### src/rtl/moto_ramp_seq.sv
// Soft-start/stop motor sequencer: ramps the PWM duty toward the commanded speed and inserts dead time before reversal.
// Latency: all outputs registered, a command change acts on the next edge; no backpressure, commands are sampled levels.
module moto_ramp_seq #(
    parameter int                DUTY_W   = 8,
    parameter int                STEP     = 16,
    parameter int                STEP_DIV = 1000,
    parameter int                DEAD_CYC = 5000,
    parameter logic [DUTY_W-1:0] SPD0     = DUTY_W'(0),
    parameter logic [DUTY_W-1:0] SPD1     = DUTY_W'(64),
    parameter logic [DUTY_W-1:0] SPD2     = DUTY_W'(128),
    parameter logic [DUTY_W-1:0] SPD3     = DUTY_W'(255)
) (
    input  logic              sys_clk,
    input  logic              sys_rst_n,
    input  logic              cmd_run,
    input  logic              cmd_dir,
    input  logic [1:0]        cmd_speed,
    input  logic              estop,
    output logic              pwm_en,
    output logic [DUTY_W-1:0] pwm_duty,
    output logic              moto_dir,
    output logic              busy,
    output logic [2:0]        state_o
);

    typedef enum logic [2:0] {
        ST_IDLE = 3'd0,
        ST_RAMP = 3'd1,
        ST_RUN  = 3'd2,
        ST_DEAD = 3'd3
    } state_t;

    localparam int TICK_W = (STEP_DIV > 1) ? $clog2(STEP_DIV) : 1;
    localparam int DEAD_W = (DEAD_CYC > 1) ? $clog2(DEAD_CYC) : 1;
    localparam int SUM_W  = DUTY_W + 1;

    localparam logic [TICK_W-1:0] TICK_LAST = TICK_W'(STEP_DIV - 1);
    localparam logic [TICK_W-1:0] TICK_ONE  = TICK_W'(1);
    localparam logic [DEAD_W-1:0] DEAD_LAST = DEAD_W'(DEAD_CYC - 1);
    localparam logic [DEAD_W-1:0] DEAD_ONE  = DEAD_W'(1);
    localparam logic [SUM_W-1:0]  STEP_X    = SUM_W'(STEP);
    localparam logic [DUTY_W-1:0] STEP_D    = DUTY_W'(STEP);

    state_t              state_q, state_d;
    logic [DUTY_W-1:0]   duty_q, duty_d;
    logic [TICK_W-1:0]   tick_q, tick_d;
    logic [DEAD_W-1:0]   dead_q, dead_d;
    logic                dir_q, dir_d;
    logic                pwm_en_q;
    logic                busy_q;

    logic [DUTY_W-1:0]   spd_sel;
    logic [DUTY_W-1:0]   tgt;
    logic [DUTY_W-1:0]   eff;
    logic [SUM_W-1:0]    duty_x;
    logic [SUM_W-1:0]    eff_x;
    logic [SUM_W-1:0]    up_sum;
    logic [SUM_W-1:0]    dn_floor;
    logic [DUTY_W-1:0]   duty_up;
    logic [DUTY_W-1:0]   duty_dn;

    always_comb begin
        spd_sel = SPD0;
        unique case (cmd_speed)
            2'd0: spd_sel = SPD0;
            2'd1: spd_sel = SPD1;
            2'd2: spd_sel = SPD2;
            2'd3: spd_sel = SPD3;
        endcase
    end

    // A direction request that differs from the latched direction means "spin down first".
    assign tgt = cmd_run ? spd_sel : '0;
    assign eff = (cmd_dir == dir_q) ? tgt : '0;

    assign duty_x   = {1'b0, duty_q};
    assign eff_x    = {1'b0, eff};
    assign up_sum   = duty_x + STEP_X;
    assign duty_up  = (up_sum >= eff_x) ? eff : up_sum[DUTY_W-1:0];
    // Compare against eff+STEP rather than subtracting first, so the down step cannot underflow.
    assign dn_floor = eff_x + STEP_X;
    assign duty_dn  = (duty_x <= dn_floor) ? eff : (duty_q - STEP_D);

    always_comb begin
        state_d = state_q;
        duty_d  = duty_q;
        tick_d  = tick_q;
        dead_d  = dead_q;
        dir_d   = dir_q;

        if (estop && (state_q != ST_DEAD)) begin
            state_d = ST_DEAD;
            duty_d  = '0;
            dead_d  = '0;
        end else begin
            unique case (state_q)
                ST_IDLE: begin
                    duty_d = '0;
                    if (tgt != '0) begin
                        dir_d   = cmd_dir;
                        tick_d  = '0;
                        state_d = ST_RAMP;
                    end
                end
                ST_RAMP: begin
                    if (duty_q == eff) begin
                        if (eff != '0) begin
                            state_d = ST_RUN;
                        end else begin
                            state_d = ST_DEAD;
                            dead_d  = '0;
                        end
                    end else if (tick_q == TICK_LAST) begin
                        tick_d = '0;
                        duty_d = (duty_q < eff) ? duty_up : duty_dn;
                    end else begin
                        tick_d = tick_q + TICK_ONE;
                    end
                end
                ST_RUN: begin
                    if (eff != duty_q) begin
                        state_d = ST_RAMP;
                        tick_d  = '0;
                    end
                end
                ST_DEAD: begin
                    // Held estop pins the counter, so the full dead time starts at release.
                    duty_d = '0;
                    if (estop) begin
                        dead_d = '0;
                    end else if (dead_q == DEAD_LAST) begin
                        state_d = ST_IDLE;
                    end else begin
                        dead_d = dead_q + DEAD_ONE;
                    end
                end
                default: begin
                    state_d = ST_IDLE;
                    duty_d  = '0;
                end
            endcase
        end
    end

    always_ff @(posedge sys_clk or negedge sys_rst_n) begin
        if (!sys_rst_n) begin
            state_q  <= ST_IDLE;
            duty_q   <= '0;
            tick_q   <= '0;
            dead_q   <= '0;
            dir_q    <= 1'b0;
            pwm_en_q <= 1'b0;
            busy_q   <= 1'b0;
        end else begin
            state_q  <= state_d;
            duty_q   <= duty_d;
            tick_q   <= tick_d;
            dead_q   <= dead_d;
            dir_q    <= dir_d;
            pwm_en_q <= (state_d == ST_RAMP) || (state_d == ST_RUN);
            busy_q   <= (state_d != ST_IDLE);
        end
    end

    assign pwm_en   = pwm_en_q;
    assign pwm_duty = duty_q;
    assign moto_dir = dir_q;
    assign busy     = busy_q;
    assign state_o  = state_q;

endmodule

### config.mk
export PLATFORM = sky130hd
export DESIGN_NAME = moto_ramp_seq
export DESIGN_NICKNAME = d
export VERILOG_FILES = /design/src/rtl/moto_ramp_seq.sv
export SDC_FILE = /design/constraint.sdc
export NUM_CORES = 1
export LEC_CHECK = 0
export CAP_MARGIN = 20
export CORE_ASPECT_RATIO = 0.75
export CORE_MARGIN = 2
export CORE_UTILIZATION = 58
export DETAILED_ROUTE_END_ITERATION = 12
export GPL_TIMING_DRIVEN = 0
export PLACE_DENSITY = 0.82
export REMOVE_ABC_BUFFERS = 1
export SYNTH_ARGS = -nofsm -noshare
export SYNTH_HDL_FRONTEND = slang
export SYNTH_SLANG_ARGS = --single-unit
### constraint.sdc
create_clock -name sys_clk -period 3.55 [get_ports sys_clk]
set_clock_uncertainty 0.1 [all_clocks]
set_input_delay 0.71 -clock sys_clk [delete_from_list [all_inputs] [get_ports sys_clk]]
set_output_delay 0.71 -clock sys_clk [all_outputs]
set_load 0.05 [all_outputs]
==> results.py <==
metrics = {
    "place": {
        "gp_congestion": 0.845,
        "hpwlAfterDp_um": 3620,
        "portBuffers": 20,
        "place_ws_ns": -0.713,
        "dpl.cell_count": 313,
    },
    "clocking": {
        "clock_latency_ns": 0.29,
        "clock_path_buffers": 2,
        "cts_max_level": 2,
        "clkTransAtPathRegs_ns": 0.07,
        "clockRootBuffer": "clkbuf_8",
        "cts_buffers": 5,
        "cts_tree": "done",
        "postCtsHoldBufs": 0,
        "clkSinkCount": 34,
    },
    "finish": {
        "finalNonFillerCells": 326,
        "fillers": 280,
        "drive_gt1_share_pct": 12.0,
        "diodes": 0,
        "fin_nets": 297,
        "area_delta_synth_final_pct": 16.2,
    },
    "global_routing": {
        "grt_usage_pct": 24.5,
        "overflow": 0,
        "grt_max_degree": 35,
        "grt_pass1_vias": 1741,
        "grt_antenna_before_repair": 0,
        "grt_pass1_wl_um": 8510,
    },
    "worst_setup_path": {
        "r2r_cells": 10,
        "setup.worst_path.start": "cmd_dir",
        "timing.rr.end": "pwm_duty[7]$_DFFE_PN0P_",
        "r2r-start": "moto_dir$_DFFE_PN0P_",
        "ff2ff_setup_slack_ns": 0.49,
        "worstSetupEndpoint": "pwm_duty[7]$_DFFE_PN0P_",
        "required_ns": 3.65,
        "crit_fanout": 8,
        "end_kind": "register",
        "critPathKind": "in2reg",
        "arrival_ns": 3.61,
        "start_kind": "primary input",
    },
    "detailed_routing": {
        "avgRoutedWirePerCell_um": 15.9,
        "post-route-drc-count": 0,
        "ant_nets": 0,
        "routed_wirelength_um": 5190,
        "routed-via-count": 2021,
        "vias_per_cell": 6.20,
        "drt_iter0_drc": 143,
        "dr.pass1.iters": 4,
    },
    "logic_synthesis": {
        "synth_area_um2": 2310,
        "ys_types": 59,
        "seq_area_frac_synth_pct": 36.9,
        "asyncSetResetFlopFracSynth_pct": 100,
        "synth_ff_type": "dfrtp_1",
        "syn_inst": 250,
        "ys_ff_latch": 34,
        "yosysWarningCount": 0,
        "syn_avg_cell_area_um2": 9.22,
        "synth-edff-count": 0,
    },
    "die": {
        "coreArea_um2": 3730,
        "rows": 19,
        "start_util_pct": 61.8,
        "ios": 21,
        "die_w_um": 76.8,
        "die_h_um": 58.6,
        "die_area_um2": 4500,
    },
    "power": {
        "power_mw": 0.923,
        "ir_worst_vdd_mv": 0.309,
        "p_per_area_nw_per_um2": 345,
        "power.leakage_nw": 1.10,
    },
    "sta": {
        "holdWs_ns": 0.373,
        "post-route-min-period_ns": 3.51,
        "rsz0062_at_grt": "yes",
        "fin_ws_ns": 0.0417,
        "slew_violations": 0,
        "fin_crit_sh_pct": 98.8,
        "relSlewSlack_pct": 50.8,
        "fmax_mhz": 285,
        "finalSetupViolations": 0,
        "setup_tns_ns": 0,
        "tightest_slew_ns": 0.738,
        "hold_violations": 0,
    },
    "run": {
        "maxCapViolations": 0,
    },
    "outcome": {
        "status": "completed",
    },
    "worst_hold_path": {
        "worstHoldPathType": "in2async",
    },
}
[flip-flops by register name, summed over array words and instances, names as in the netlist]
| name | flops |
|---|---|
| busy | 1 |
| pwm_en | 1 |
| state_o | 3 |
| dead_q | 13 |
| tick_q | 10 |
| pwm_duty | 5 |
| moto_dir | 1 |
[worst min-delay path by stage]
stage / start / depth (start not counted) / to / slack, ns
floorplan: sys_rst_n / 0 / busy$_DFF_PN0_ / 0.31
global placement: tick_q[1]$_DFFE_PN0P_ / 2 / tick_q[1]$_DFFE_PN0P_ / 0.39
detailed placement: tick_q[1]$_DFFE_PN0P_ / 2 / tick_q[1]$_DFFE_PN0P_ / 0.40
CTS: sys_rst_n / 1 / tick_q[3]$_DFFE_PN0P_ / 0.41
global route: sys_rst_n / 1 / tick_q[4]$_DFFE_PN0P_ / 0.44
finish: sys_rst_n / 1 / tick_q[3]$_DFFE_PN0P_ / 0.37
[critical path, cell delays in order]
cell	delay, ns
clkdlybuf4s50_1	0.46
xnor2_2	0.27
nand3_2	0.25
or2_2	0.35
ha_1	0.19
or4_1	0.54
a21oi_2	0.19
nor4bb_4	0.10
a21o_1	0.17
a31o_2	0.20
o21ai_0	0.18
[cell usage in the layout (no fill, tap or decap), types with 2 or more instances in the layout]
cell type	netlist	final
ha_1	16	16
nand2_1	17	16
a21boi_0	2	2
and2_1	3	3
nor2b_1	2	2
dfrtp_1	34	34
xnor2_1	11	10
or3_1	4	4
a2111oi_2	2	2
nor3_1	3	3
nand4_1	7	7
a31oi_1	3	3
o21ai_0	14	14
and3_1	5	5
nand2_2	1	2
clkinv_2	0	2
or2_2	2	2
nand3_1	10	9
or4_1	3	3
a21o_1	5	5
nor2_1	18	18
a21oi_1	11	10
nand3b_1	4	4
nor4_1	2	2
o211ai_1	4	4
xor2_1	3	3
clkdlybuf4s50_1	0	19
o31ai_1	4	4
a211oi_1	5	5
inv_1	8	8
o21ai_1	10	9
clkbuf_8	0	5
buf_4	3	6
nand2b_1	4	4
[cell usage after synthesis, drive strengths merged, types with 3 or more instances]
master / count / area, um2
a211oi: 5 / 37.5
a21o: 5 / 37.5
a21oi: 11 / 55.1
a31oi: 3 / 18.8
and2: 3 / 18.8
and3: 5 / 31.3
buf: 7 / 58.8
dfrtp: 34 / 851
ha: 16 / 200
inv: 9 / 33.8
nand2: 18 / 70.1
nand2b: 4 / 25.0
nand3: 11 / 67.6
nand3b: 4 / 30.0
nand4: 7 / 43.8
nor2: 18 / 67.6
nor3: 3 / 15.0
o211ai: 4 / 30.0
o21ai: 24 / 120
o31ai: 4 / 30.0
or3: 4 / 25.0
or4: 3 / 22.5
xnor2: 11 / 96.3
xor2: 3 / 26.3
[layer usage]
metal,up-vias,global-route usage (%),wire length [um]
met3,9,4.91,334
met1,977,37.8,2620
met2,64,34.3,2160
met4,0,8.05,75
li1,971,-,-
met5,-,0,0
[cell families after synthesis]
family	synth area share [%]
adder cells (fa/ha/maj)	8.68
buffers and inverters	4.34
multiplexers	0.488
flip-flops	36.9
XOR/XNOR	5.32
other	0.163
AO/OA/AOI/OAI	22.1
AND/OR/NAND/NOR	22.0
[per-stage QoR]
step                      util, %  cell area, um2
final                        71.8            2680
after global routing         71.8            2680
after CTS                    70.8            2640
after detailed placement     67.0            2500
after global placement       67.1            2500
after floorplan                 -            2240
[power by group]
group | internal, mW | switching, mW | total (mW)
logic | 0.0842 | 0.151 | 0.235
registers | 0.403 | 0.0167 | 0.420
clock network | 0.131 | 0.137 | 0.268
[timing repair]
item	4_1_cts	5_1_grt
setup endpoints to repair	22	12
endpoints found under the hold margin	0	0
resized for setup	3	6
pin swaps	2	2
setup buffers	6	0
[layout make-up]
type,instances,area [um2],share of cell area [%]
Sequential cell,34,851,31.8
Clock inverter,2,10.0,0.374
Tap cell,52,65.1,2.43
Multi-Input combinational cell,198,1410,52.6
Clock buffer,5,68.8,2.57
Timing Repair Buffer,26,240,8.97
Inverter,9,33.8,1.26
Note: power is estimated with default switching activity, not from simulation.
